===== config.mk =====
export PLATFORM = sky130hd
export DESIGN_NAME = edge_detect_multi
export DESIGN_NICKNAME = d
export VERILOG_FILES = /design/src/rtl/edge_detect_multi.sv
export SDC_FILE = /design/constraint.sdc
export NUM_CORES = 1
export LEC_CHECK = 0
export ABC_AREA = 1
export ABC_CLOCK_PERIOD_IN_PS = 6300
export BUFFER_PORTS_ARGS = -buffer_cell sky130_fd_sc_hd__buf_4
export CAP_MARGIN = 20
export CORE_MARGIN = 1.5
export CORE_UTILIZATION = 30
export DETAILED_ROUTE_END_ITERATION = 10
export SYNTH_ARGS = -nofsm -noshare
export SYNTH_HDL_FRONTEND = slang
export SYNTH_SLANG_ARGS = --single-unit

===== constraint.sdc =====
create_clock -name clk -period 6.3 [get_ports clk]
set_input_delay 0.945 -clock clk [delete_from_list [all_inputs] [get_ports clk]]
set_output_delay 0.945 -clock clk [all_outputs]
set_load 0.05 [all_outputs]

===== src/rtl/edge_detect_multi.sv =====
// N-channel edge detector with per-channel mode, optional input synchroniser,
// registered ticks, sticky write-1-to-clear pending flags and a saturating event counter.
module edge_detect_multi #(
   parameter int unsigned N           = 8,
   parameter int unsigned SYNC_STAGES = 2,
   parameter int unsigned CNT_W       = 16
) (
   input  logic             clk,
   input  logic             reset,
   input  logic [N-1:0]     level,
   input  logic [2*N-1:0]   mode,
   input  logic [N-1:0]     pend_clr,
   input  logic             cnt_clr,
   output logic [N-1:0]     tick,
   output logic [N-1:0]     pending,
   output logic             irq,
   output logic [CNT_W-1:0] evt_cnt
);

   localparam int unsigned PC_W  = $clog2(N + 1);
   localparam int unsigned SUM_W = (CNT_W >= PC_W) ? CNT_W + 1 : PC_W + 1;
   localparam logic [SUM_W-1:0] CNT_MAX = {{(SUM_W - CNT_W){1'b0}}, {CNT_W{1'b1}}};

   logic [N-1:0]      s;
   logic [N-1:0]      prev;
   logic [N-1:0]      rise;
   logic [N-1:0]      fall;
   logic [N-1:0]      det;
   logic [N-1:0]      pend_next;
   logic [PC_W-1:0]   pc;
   logic [SUM_W-1:0]  base;
   logic [SUM_W-1:0]  sum;

   // Level synchroniser; zero stages passes level straight through.
   generate
      if (SYNC_STAGES == 0) begin : g_nosync
         assign s = level;
      end else begin : g_sync
         logic [N-1:0] sync_q [SYNC_STAGES];

         always_ff @(posedge clk or posedge reset) begin
            if (reset) begin
               for (int k = 0; k < int'(SYNC_STAGES); k++) sync_q[k] <= '0;
            end else begin
               sync_q[0] <= level;
               for (int k = 1; k < int'(SYNC_STAGES); k++) sync_q[k] <= sync_q[k-1];
            end
         end

         assign s = sync_q[SYNC_STAGES-1];
      end
   endgenerate

   // Per-channel edge selection; mode is applied combinationally to this cycle's compare.
   always_comb begin
      rise = s & ~prev;
      fall = ~s & prev;
      det  = '0;
      for (int i = 0; i < int'(N); i++) begin
         case (mode[2*i +: 2])
            2'b01:   det[i] = rise[i];
            2'b10:   det[i] = fall[i];
            2'b11:   det[i] = rise[i] | fall[i];
            default: det[i] = 1'b0;
         endcase
      end
   end

   // Event count, counter next value and pending next value (set wins over clear).
   always_comb begin
      pc = '0;
      for (int i = 0; i < int'(N); i++) pc = pc + PC_W'(det[i]);
      base      = cnt_clr ? '0 : SUM_W'(evt_cnt);
      sum       = base + SUM_W'(pc);
      pend_next = (pending & ~pend_clr) | det;
   end

   always_ff @(posedge clk or posedge reset) begin
      if (reset) begin
         prev    <= '0;
         tick    <= '0;
         pending <= '0;
         irq     <= 1'b0;
         evt_cnt <= '0;
      end else begin
         prev    <= s;
         tick    <= det;
         pending <= pend_next;
         irq     <= |pend_next;
         evt_cnt <= (sum > CNT_MAX) ? '1 : CNT_W'(sum);
      end
   end

endmodule


==> impl_metrics.tcl <==
set metrics [dict create \
    status "completed" \
    finalWorstSetupSlack_ns 1.93 \
    synth.distinct_cells 24 \
    antenna_found_initial 0 \
    synth-seq-cells 57 \
    cts_hold_buf 0 \
    ys_top_cells_by_area "dfrtp_1 49%, inv_1 10%, ha_1 9.5%, nand2_1 7.6%, nand3_1 6.0%" \
    dp_hpwl_um 4460 \
    drt_iter0_markers 72 \
    overflow 0 \
    cts_made_buffers 9 \
    yosys.area.top_type_share_pct 49.1 \
    crit_type "in2reg" \
    finalInstanceArea_mm2 0.00376 \
    fin_worst_skew_ns 0.00934 \
    die_area_mm2 0.0103 \
    period_needed_ns 4.37 \
    wl_per_cell_um 10.9 \
    final_cells 542 \
    power.share.sequential_pct 38.7 \
    r2r-start "prev[1]$_DFF_PP0_" \
    pre_cts_ws_ns 1.56 \
    synth_compound_area_share_pct 1.21 \
    area_delta_synth_final_pct 29.6 \
    grt_pass1_vias 2128 \
    cap_viol_max_count 0 \
    nNetsFinal 470 \
    yosys_warnings 0 \
    drv_slew 0 \
    intPower_mw 0.723 \
    netSwitchingFraction_pct 33.2 \
    antenna_left 0 \
    holdPathStages 0 \
    worstHoldEndpoint "s[0]$_DFF_PP0_" \
    synth_area_mm2 0.00290 \
    synthMuxAreaShare_pct 0 \
    placed_cells 526 \
    vias 2189 \
    drive_gt1_share_pct 23.5 \
    async_reset_ff_share_pct 100 \
    die_x_um 101 \
    synth_fp_nets 393 \
    hold_start "g_sync.sync_q[8]$_DFF_PP0_" \
    synth_top_family_by_area "simple AND/OR/NAND/NOR gates" \
    worst-path-buf-inv 2 \
    synthAdderAreaFrac_pct 12.9 \
    path_cells "buf_4 > or2_2 > nand2_1 > nand2_1 > inv_1 > fa_1 > fa_1 > fa_1 > fa_1 > fa_1 > nor2_1 > nor2_1 > nor2_4 > nand3_2 > nand3_1" \
    cts.sinks 57 \
    tns_ns 0 \
    die_h_um 101 \
    synth_xor_area_share_pct 1.21 \
    cts_tree "built" \
    post-synth-top-count-cell "inv_1" \
    synth.avg_cell_area_um2 8.77 \
    period_share_pct 69.4 \
    grt_max_degree 58 \
    clockBufferDepth 2 \
    synthSimpleGateAreaFrac_pct 24.1 \
    finalHoldViolations 0 \
    fill_cells 944 \
    crit_path_top_delay_cell "fa_1" \
    grt_pass1_wl_um 9940 \
    dr.pass1.iters 6 \
    clk_pin_slew_ns 0.07 \
    row_count 35 \
    htree_levels 3 \
    worst_slew_pin_slew_ns 0.725 \
    hp-class "reg2reg" \
    timing.fmax_mhz 229 \
    track_usage_pct 12.8 \
    rr_worst_depth 16 \
    gp_congestion 0.819 \
    cts_resized 0 \
    power.density_mw_per_mm2 288 \
    p_leak_nw 2.10 \
    cts_root_buffer "clkbuf_8" \
    rsz0062_at_grt "false" \
    syn-instance-count 331 \
    switchingPower_mw 0.359 \
    cp_max_fo 8 \
    ir_worst_vdd_mv 0.101 \
    synth_edf_count 0 \
    yosysTopAreaCell "dfrtp_1" \
    totalWireLength_um 5900 \
    core-area_mm2 0.00933 \
    crit_family "adder cells" \
    p_clk_share_pct 33.9 \
    finish.utilization_pct 40.3 \
    pin_count 68 \
    via_per_inst 4.04 \
    cp_data_required_time_ns 6.57 \
    post_cts_buffers 0 \
    remaining_drc_errors 0 \
    power.share.combinational_pct 27.4 \
    placed_area_mm2 0.00355 \
    synth_commonest_cells "80 x inv_1, 59 x nand2_1, 57 x dfrtp_1" \
    crit_arrival_ns 4.64 \
    start_util_pct 31.1 \
    relSlewSlack_pct 51.7 \
    port_buffers 67 \
    reg2reg_to "evt_cnt[13]$_DFF_PP0_" \
    cp-start-kind "input pin" \
    setup_viol_count_final 0 \
    r2r_setup_slack_ns 2.03 \
    antenna_cells 0 \
    cp-end-kind "flop" \
    seq_area_frac_synth_pct 49.1 \
    clkLatencyLatePin_ns 0.34 \
    crit_top_cell "fa_1" \
    cpPeakStageDelay_ns 0.53 \
    synth_flop_cell "dfrtp_1" \
]
[layout make-up]
type	count	area (um2)	area share, %
sequential	57	1430	37.9
multi-input combinational	191	1150	30.5
timing repair buffer	68	510	13.6
inverter	81	309	8.21
tap	129	161	4.29
clock buffer	10	128	3.39
clock inverter	6	82.6	2.19
[registers in the layout, indices dropped and copies added (netlist names)]
register / flops
g_sync.sync_q: 8
evt_cnt: 16
pending: 8
prev: 8
s: 8
irq: 1
tick: 8
[cells in the final DEF (no fill, tap or decap)]
cell type / netlist / layout
inv_1: 80 / 79
buf_4: 0 / 68
nand2_1: 59 / 59
dfrtp_1: 57 / 57
nor2_1: 39 / 39
nand3_1: 35 / 35
ha_1: 22 / 22
clkbuf_8: 0 / 9
a21oi_1: 5 / 5
fa_1: 5 / 5
nand3b_1: 4 / 4
or2_2: 4 / 4
clkinv_2: 0 / 3
nor3_1: 2 / 2
nand2_2: 2 / 2
nor2_4: 2 / 2
xor2_1: 2 / 2
nand4_1: 2 / 2
xnor2_1: 2 / 2
bufinv_16: 0 / 2
clkinv_4: 1 / 1
nand2_4: 1 / 1
nor2_2: 1 / 1
o21ai_1: 1 / 1
nand3_2: 1 / 1
nand3_4: 1 / 1
o21ai_0: 1 / 1
inv_2: 0 / 1
clkinvlp_4: 0 / 1
clkbuf_1: 0 / 1
[worst max path at each step]
stage	cells past startpoint	slack, ns	end	from
after global placement	15	1.61	evt_cnt[15]$_DFF_PP0_	mode[2]
after floorplan	14	1.96	evt_cnt[8]$_DFF_PP0_	mode[0]
after global routing	16	1.70	evt_cnt[14]$_DFF_PP0_	mode[2]
after CTS	15	1.90	evt_cnt[15]$_DFF_PP0_	mode[2]
final	15	1.93	evt_cnt[13]$_DFF_PP0_	mode[2]
after detailed placement	15	1.56	evt_cnt[6]$_DFF_PP0_	mode[2]
[layer usage]
layer	up-vias	part of all wire, %	GRT usage, %
met1	986	46	15.9
met5	-	0	0
li1	1145	-	-
met3	11	4.6	3.66
met4	0	1.9	6.09
met2	47	47	20.7
[logic make-up after synthesis]
kind of cell	Yosys count
AND/OR/NAND/NOR	153
buffers and inverters	83
flip-flops	57
adder cells (fa/ha/maj)	27
AO/OA/AOI/OAI	7
XOR/XNOR	4
[worst register-to-register path, cell delays in order, from the launching register on]
cell     delay (ns)
dfrtp_1        0.35
inv_1          0.05
ha_1           0.27
a21oi_1        0.14
nand2_1        0.06
nand2_1        0.13
inv_1          0.08
fa_1           0.50
fa_1           0.53
fa_1           0.44
fa_1           0.42
fa_1           0.42
nor2_1         0.16
nor2_1         0.11
nor2_4         0.25
nand3_2        0.18
nand3_1        0.12
[metrics by stage]
stage / power [mW] / hold slack [ns]
floorplan: 0.625 / 0.331
global placement: 0.721 / 0.334
detailed placement: 0.726 / 0.336
CTS: 1.10 / 0.351
global route: 1.15 / 0.357
finish: 1.08 / 0.349
[power by group through the flow]
stage / sequential [mW] / combinational (mW) / clock (mW)
6_report: 0.419 / 0.296 / 0.367
4_1_cts: 0.420 / 0.301 / 0.382
3_5_place_dp: 0.427 / 0.299 / 0
5_1_grt: 0.423 / 0.328 / 0.399
3_3_place_gp: 0.426 / 0.295 / 0
2_1_floorplan: 0.509 / 0.116 / 0
No activity file was read; power rests on OpenSTA's default activity.
